File: src/rtl/bpred_gshare.sv
// rtl/bpred_gshare.sv - gshare direction predictor with direct-mapped BTB and branch statistics
module bpred_gshare #(
    parameter int BHT_ENTRIES = 64,
    parameter int BTB_ENTRIES = 32,
    parameter int GHR_BITS    = 6,
    localparam int IDX_W      = $clog2(BHT_ENTRIES),
    localparam int BTB_W      = $clog2(BTB_ENTRIES)
) (
    input  logic              clk,
    input  logic              rst,
    input  logic [31:0]       pc_f,
    output logic              pred_taken_f,
    output logic [31:0]       pred_pc_f,
    output logic [IDX_W-1:0]  pred_idx_f,
    input  logic              upd_valid,
    input  logic              upd_is_jump,
    input  logic [31:0]       upd_pc,
    input  logic [IDX_W-1:0]  upd_idx,
    input  logic              upd_taken,
    input  logic [31:0]       upd_target,
    input  logic              upd_mispredict,
    output logic [31:0]       stat_branches,
    output logic [31:0]       stat_mispredicts
);
    localparam int TAG_W = 30 - BTB_W;

    logic [1:0]             pht [BHT_ENTRIES];
    logic [BTB_ENTRIES-1:0] btb_valid;
    logic [BTB_ENTRIES-1:0] btb_jump;
    logic [TAG_W-1:0]       btb_tag [BTB_ENTRIES];
    logic [31:0]            btb_target [BTB_ENTRIES];
    logic [GHR_BITS-1:0]    ghr;

    logic [BTB_W-1:0] f_set;
    logic [TAG_W-1:0] f_tag;
    logic             f_hit;
    logic [BTB_W-1:0] u_set;
    logic             cond_upd;
    logic             btb_wr;
    logic             unused_pc_lsb;

    // Byte offset of the update PC carries no information for indexing.
    assign unused_pc_lsb = ^upd_pc[1:0];

    assign f_set        = pc_f[BTB_W+1:2];
    assign f_tag        = pc_f[31:BTB_W+2];
    assign pred_idx_f   = pc_f[IDX_W+1:2] ^ IDX_W'(ghr);
    assign f_hit        = btb_valid[f_set] && (btb_tag[f_set] == f_tag);
    assign pred_taken_f = f_hit && (btb_jump[f_set] || pht[pred_idx_f][1]);
    assign pred_pc_f    = pred_taken_f ? btb_target[f_set] : pc_f + 32'd4;

    assign u_set    = upd_pc[BTB_W+1:2];
    assign cond_upd = upd_valid && !upd_is_jump;
    assign btb_wr   = upd_valid && upd_taken;

    always_ff @(posedge clk or posedge rst) begin
        if (rst) begin
            for (int i = 0; i < BHT_ENTRIES; i++) begin
                pht[i] <= 2'b01;
            end
            ghr <= '0;
        end else if (cond_upd) begin
            if (upd_taken && pht[upd_idx] != 2'b11) begin
                pht[upd_idx] <= pht[upd_idx] + 2'b01;
            end else if (!upd_taken && pht[upd_idx] != 2'b00) begin
                pht[upd_idx] <= pht[upd_idx] - 2'b01;
            end
            ghr <= {ghr[GHR_BITS-2:0], upd_taken};
        end
    end

    always_ff @(posedge clk or posedge rst) begin
        if (rst) begin
            btb_valid <= '0;
            btb_jump  <= '0;
        end else if (btb_wr) begin
            btb_valid[u_set] <= 1'b1;
            btb_jump[u_set]  <= upd_is_jump;
        end
    end

    // Tag/target need no reset: they are only observed through a set valid bit.
    always_ff @(posedge clk) begin
        if (btb_wr) begin
            btb_tag[u_set]    <= upd_pc[31:BTB_W+2];
            btb_target[u_set] <= upd_target;
        end
    end

    always_ff @(posedge clk or posedge rst) begin
        if (rst) begin
            stat_branches    <= '0;
            stat_mispredicts <= '0;
        end else if (upd_valid) begin
            stat_branches <= stat_branches + 32'd1;
            if (upd_mispredict) begin
                stat_mispredicts <= stat_mispredicts + 32'd1;
            end
        end
    end
endmodule

File: config.mk
export PLATFORM = sky130hd
export DESIGN_NAME = bpred_gshare
export DESIGN_NICKNAME = d
export VERILOG_FILES = /design/src/rtl/bpred_gshare.sv
export SDC_FILE = /design/constraint.sdc
export NUM_CORES = 2
export LEC_CHECK = 0
export BUFFER_PORTS_ARGS = -buffer_cell sky130_fd_sc_hd__buf_2
export CAP_MARGIN = 40
export CORE_ASPECT_RATIO = 1.75
export CORE_UTILIZATION = 50
export CTS_BUF_LIST = sky130_fd_sc_hd__clkbuf_4 sky130_fd_sc_hd__clkbuf_8
export DETAILED_ROUTE_END_ITERATION = 12
export PLACE_DENSITY = 0.66
export SLEW_MARGIN = 5
export SYNTH_ARGS = -nofsm -noshare
export SYNTH_HDL_FRONTEND = slang
export SYNTH_SLANG_ARGS = --single-unit
File: constraint.sdc
create_clock -name clk -period 11.2 [get_ports clk]
set_input_delay 1.12 -clock clk [delete_from_list [all_inputs] [get_ports clk]]
set_output_delay 1.12 -clock clk [all_outputs]
set_load 0.005 [all_outputs]
==> results_dict.tcl <==
set metrics [dict create \
    viasPerCell 6.24 \
    synth-compound-area-share_pct 2.30 \
    reg2regPathDepth 15 \
    clkSinkCount 2086 \
    synth_cell_type_count 71 \
    grt_max_degree 100 \
    num_vias 43327 \
    first_global_vias 44256 \
    synth-simple-area-share_pct 3.05 \
    synth_seq_cells 2086 \
    path_clk_slew_ns 0.06 \
    synth_nets 4191 \
    drc 0 \
    row_count 197 \
    nets 4630 \
    gp_congestion 0.847 \
    hpwl_um 124000 \
    cts_resized 0 \
    clock_skew_ns 0.0301 \
    syn_inst 4078 \
    syn_area_per_cell_um2 20.3 \
    dieArea_um2 168000 \
    min_period_ns 7.35 \
    seq_area_frac_synth_pct 74.0 \
    clk_latency_ns 0.92 \
    drive_above_1_share_pct 34.2 \
    worst-setup-path-type "in2out" \
    start_util_pct 50.4 \
    cts_setup_buffers 0 \
    drt_iter0_markers 4681 \
    ys.flop_type "edfxtp_1" \
    grt_overflow 0 \
    syn-cell-area_um2 83000 \
    maxCapViolCount 0 \
    firstDrtPassIters 5 \
    clockRootBuffer "clkbuf_8" \
    hold_ws_ns 0.318 \
    cp-start-kind "input pin" \
    fin_setup_tns_ns 0 \
    cts_tree "yes" \
    gr-usage-all-layers_pct 26.2 \
    yosys-mux-area-fraction_pct 17.8 \
    antenna_found_initial 23 \
    io_buffers 208 \
    min_period_over_period_pct 65.6 \
    pre_cts_ws_ns 3.95 \
    synth_edf_count 1824 \
    wl_met3_um 18600 \
    crit_arrival_ns 6.23 \
    max_slew.worst_pin.slew_ns 0.946 \
    drt_wl_total_um 218000 \
    hp-class "in2async" \
    max_freq_mhz 136 \
    antenna_left 0 \
    synth_top_family_by_area "multiplexers" \
    ir_drop_uv 119 \
    grt_pass1_wl_um 311000 \
    h-tree-depth 5 \
    outcome "complete, no violations" \
    drt-met1-wl_um 80800 \
    die_w_um 310 \
    topRoutingLayerUsed "met5" \
    rsz0062_at_grt "false" \
    postLayoutSetupSlackWorst_ns 3.85 \
    synthArstFlopShare_pct 12.6 \
    synth_xor_area_share_pct 1.24 \
    worstSetupEndpointType "output port" \
    ys_warn_count 0 \
    route.met2.wl_um 111000 \
    maxSlewHeadroom_pct 36.9 \
    hold_viol_final 0 \
    synthAdderAreaFrac_pct 0.0754 \
    finalSetupViolations 0 \
    fp.coreArea_um2 165000 \
    p_leak_uw 0.0318 \
    finish.instance_area_um2 93400 \
    fin_util_pct 56.7 \
    numCtsBuffers 300 \
    postPlaceCellArea_um2 87500 \
    avgRoutedWirePerCell_um 31.3 \
    critical_path.max_fanout 39 \
    area_growth_syn_to_layout_pct 12.6 \
    required_ns 10.08 \
    slew_violations 0 \
    cts_buffer_depth 4 \
    num_io_pins 211 \
    hold_buffers 0 \
    cellPowerDensity_nw_per_um2 170 \
    die_h_um 541 \
]
## state kept, by name, summed over array words and instances, names as in the netlist, named ones only
signal / cells
btb_tag: 800
pht: 64
stat_mispredicts: 32
btb_target: 1024
stat_branches: 32
btb_jump: 32
ghr: 6
btb_valid: 32
## power by group
group	leakage [uW]	total, uW	switching [uW]	internal [uW]
Combinational	0.00896	1130	662	465
Sequential	0.0197	8720	94.6	8620
Clock	0.00311	6030	2900	3130
## worst max-delay path, cell delays in order
cell and delay, ns:
clkbuf_8 0.24, buf_4 0.64, buf_4 0.73, or3b_1 0.23, buf_4 0.30, o22ai_1 0.12
a211o_1 0.30, o22ai_1 0.59, xor2_1 0.31, nand3b_1 0.13, or4_4 0.46, o32ai_1 0.25
or3b_1 0.50, buf_2 0.18
## cells by family (layout without fill, tap and decap cells)
kind of cell    count (synthesis)  after routing
other cells                     0             11
flops                        2086           2086
compound gates                270            270
fa+ha+maj                       5              5
xor+xnor                      117            117
buf+inv                       247            917
simple gates                  525            525
mux                           828            828
## layout make-up
cell class | instances | area, um2
fill | 12315 | 71200
sequential | 2086 | 61400
multi-input combinational | 1745 | 20500
clock buffer | 397 | 4950
tap | 2189 | 2740
timing repair buffer | 353 | 2730
clock inverter | 136 | 923
inverter | 31 | 161
antenna | 11 | 27.5
## path summary, 6_finish.rpt
check | start | slack, ns | endpoint
setup / recovery | pc_f[4] | 3.85 | pred_pc_f[6]
hold / removal | rst | 0.32 | stat_branches[28]
setup reg to reg | flop | 6.97 | flop
hold reg to reg | stat_mispredicts[31] | 0.46 | stat_mispredicts[31]
max in group asynchronous | rst | 9.67 | asynchronous set/reset pin
min in group clk | stat_mispredicts[31] | 0.46 | stat_mispredicts[31]
## metrics by stage
stage          total power (uW)  instances
6_report                  15900       6948
5_1_grt                   16300       6940
4_1_cts                   16000       6936
3_5_place_dp              10000       6403
3_3_place_gp               9970       6366
2_1_floorplan              9550       4078
## metal layers
layer  track usage, %  vias to the layer above
met5                0                        -
met4             8.71                       22
met3             4.79                      437
met2             44.2                     2100
met1             34.3                    23161
li1                 -                    17607
## cells in the final DEF, fill, tap and decap left out, types with 21 or more instances in the layout
cell      count
nand2_1     178
a22oi_1      35
o22ai_1      65
clkbuf_4     82
xor2_1       46
mux2i_1     170
edfxtp_1   1824
nor2_1      104
nand3_1      39
dfrtp_1     198
or2_2        24
clkbuf_8    316
buf_16       21
clkinv_1     65
a21oi_1      23
clkinv_2     44
mux2_2      153
nand4_1      35
xnor2_1      68
buf_2       207
o21ai_0      42
buf_4       109
dfstp_2      64
mux4_2      503
## synthesized netlist by cell type, types with 10 or more instances
library cell	instances	area share, %
nand3_1	39	0.24
mux4_2	503	14
nor3_1	20	0.12
edfxtp_1	1824	66
clkbuf_1	104	0.47
buf_4	15	0.14
xor2_1	47	0.50
a211o_1	15	0.16
inv_1	29	0.13
a21oi_1	23	0.14
and2_1	10	0.075
mux2i_1	170	2.1
or2_2	24	0.18
dfrtp_1	198	6.0
a22oi_1	35	0.32
a22o_1	17	0.18
o221ai_1	16	0.17
o21ai_0	42	0.25
xnor2_1	69	0.73
nand4_1	35	0.26
dfstp_2	64	2.0
mux2_2	153	2.1
nor4_1	10	0.075
nand2_1	178	0.81
nor2_1	125	0.57
buf_1	26	0.12
and3_1	15	0.11
nand2b_1	17	0.13
a211oi_1	10	0.090
o22ai_1	65	0.49
buf_2	52	0.31
buf_6	12	0.16
Note: power is estimated with default switching activity, not from simulation.
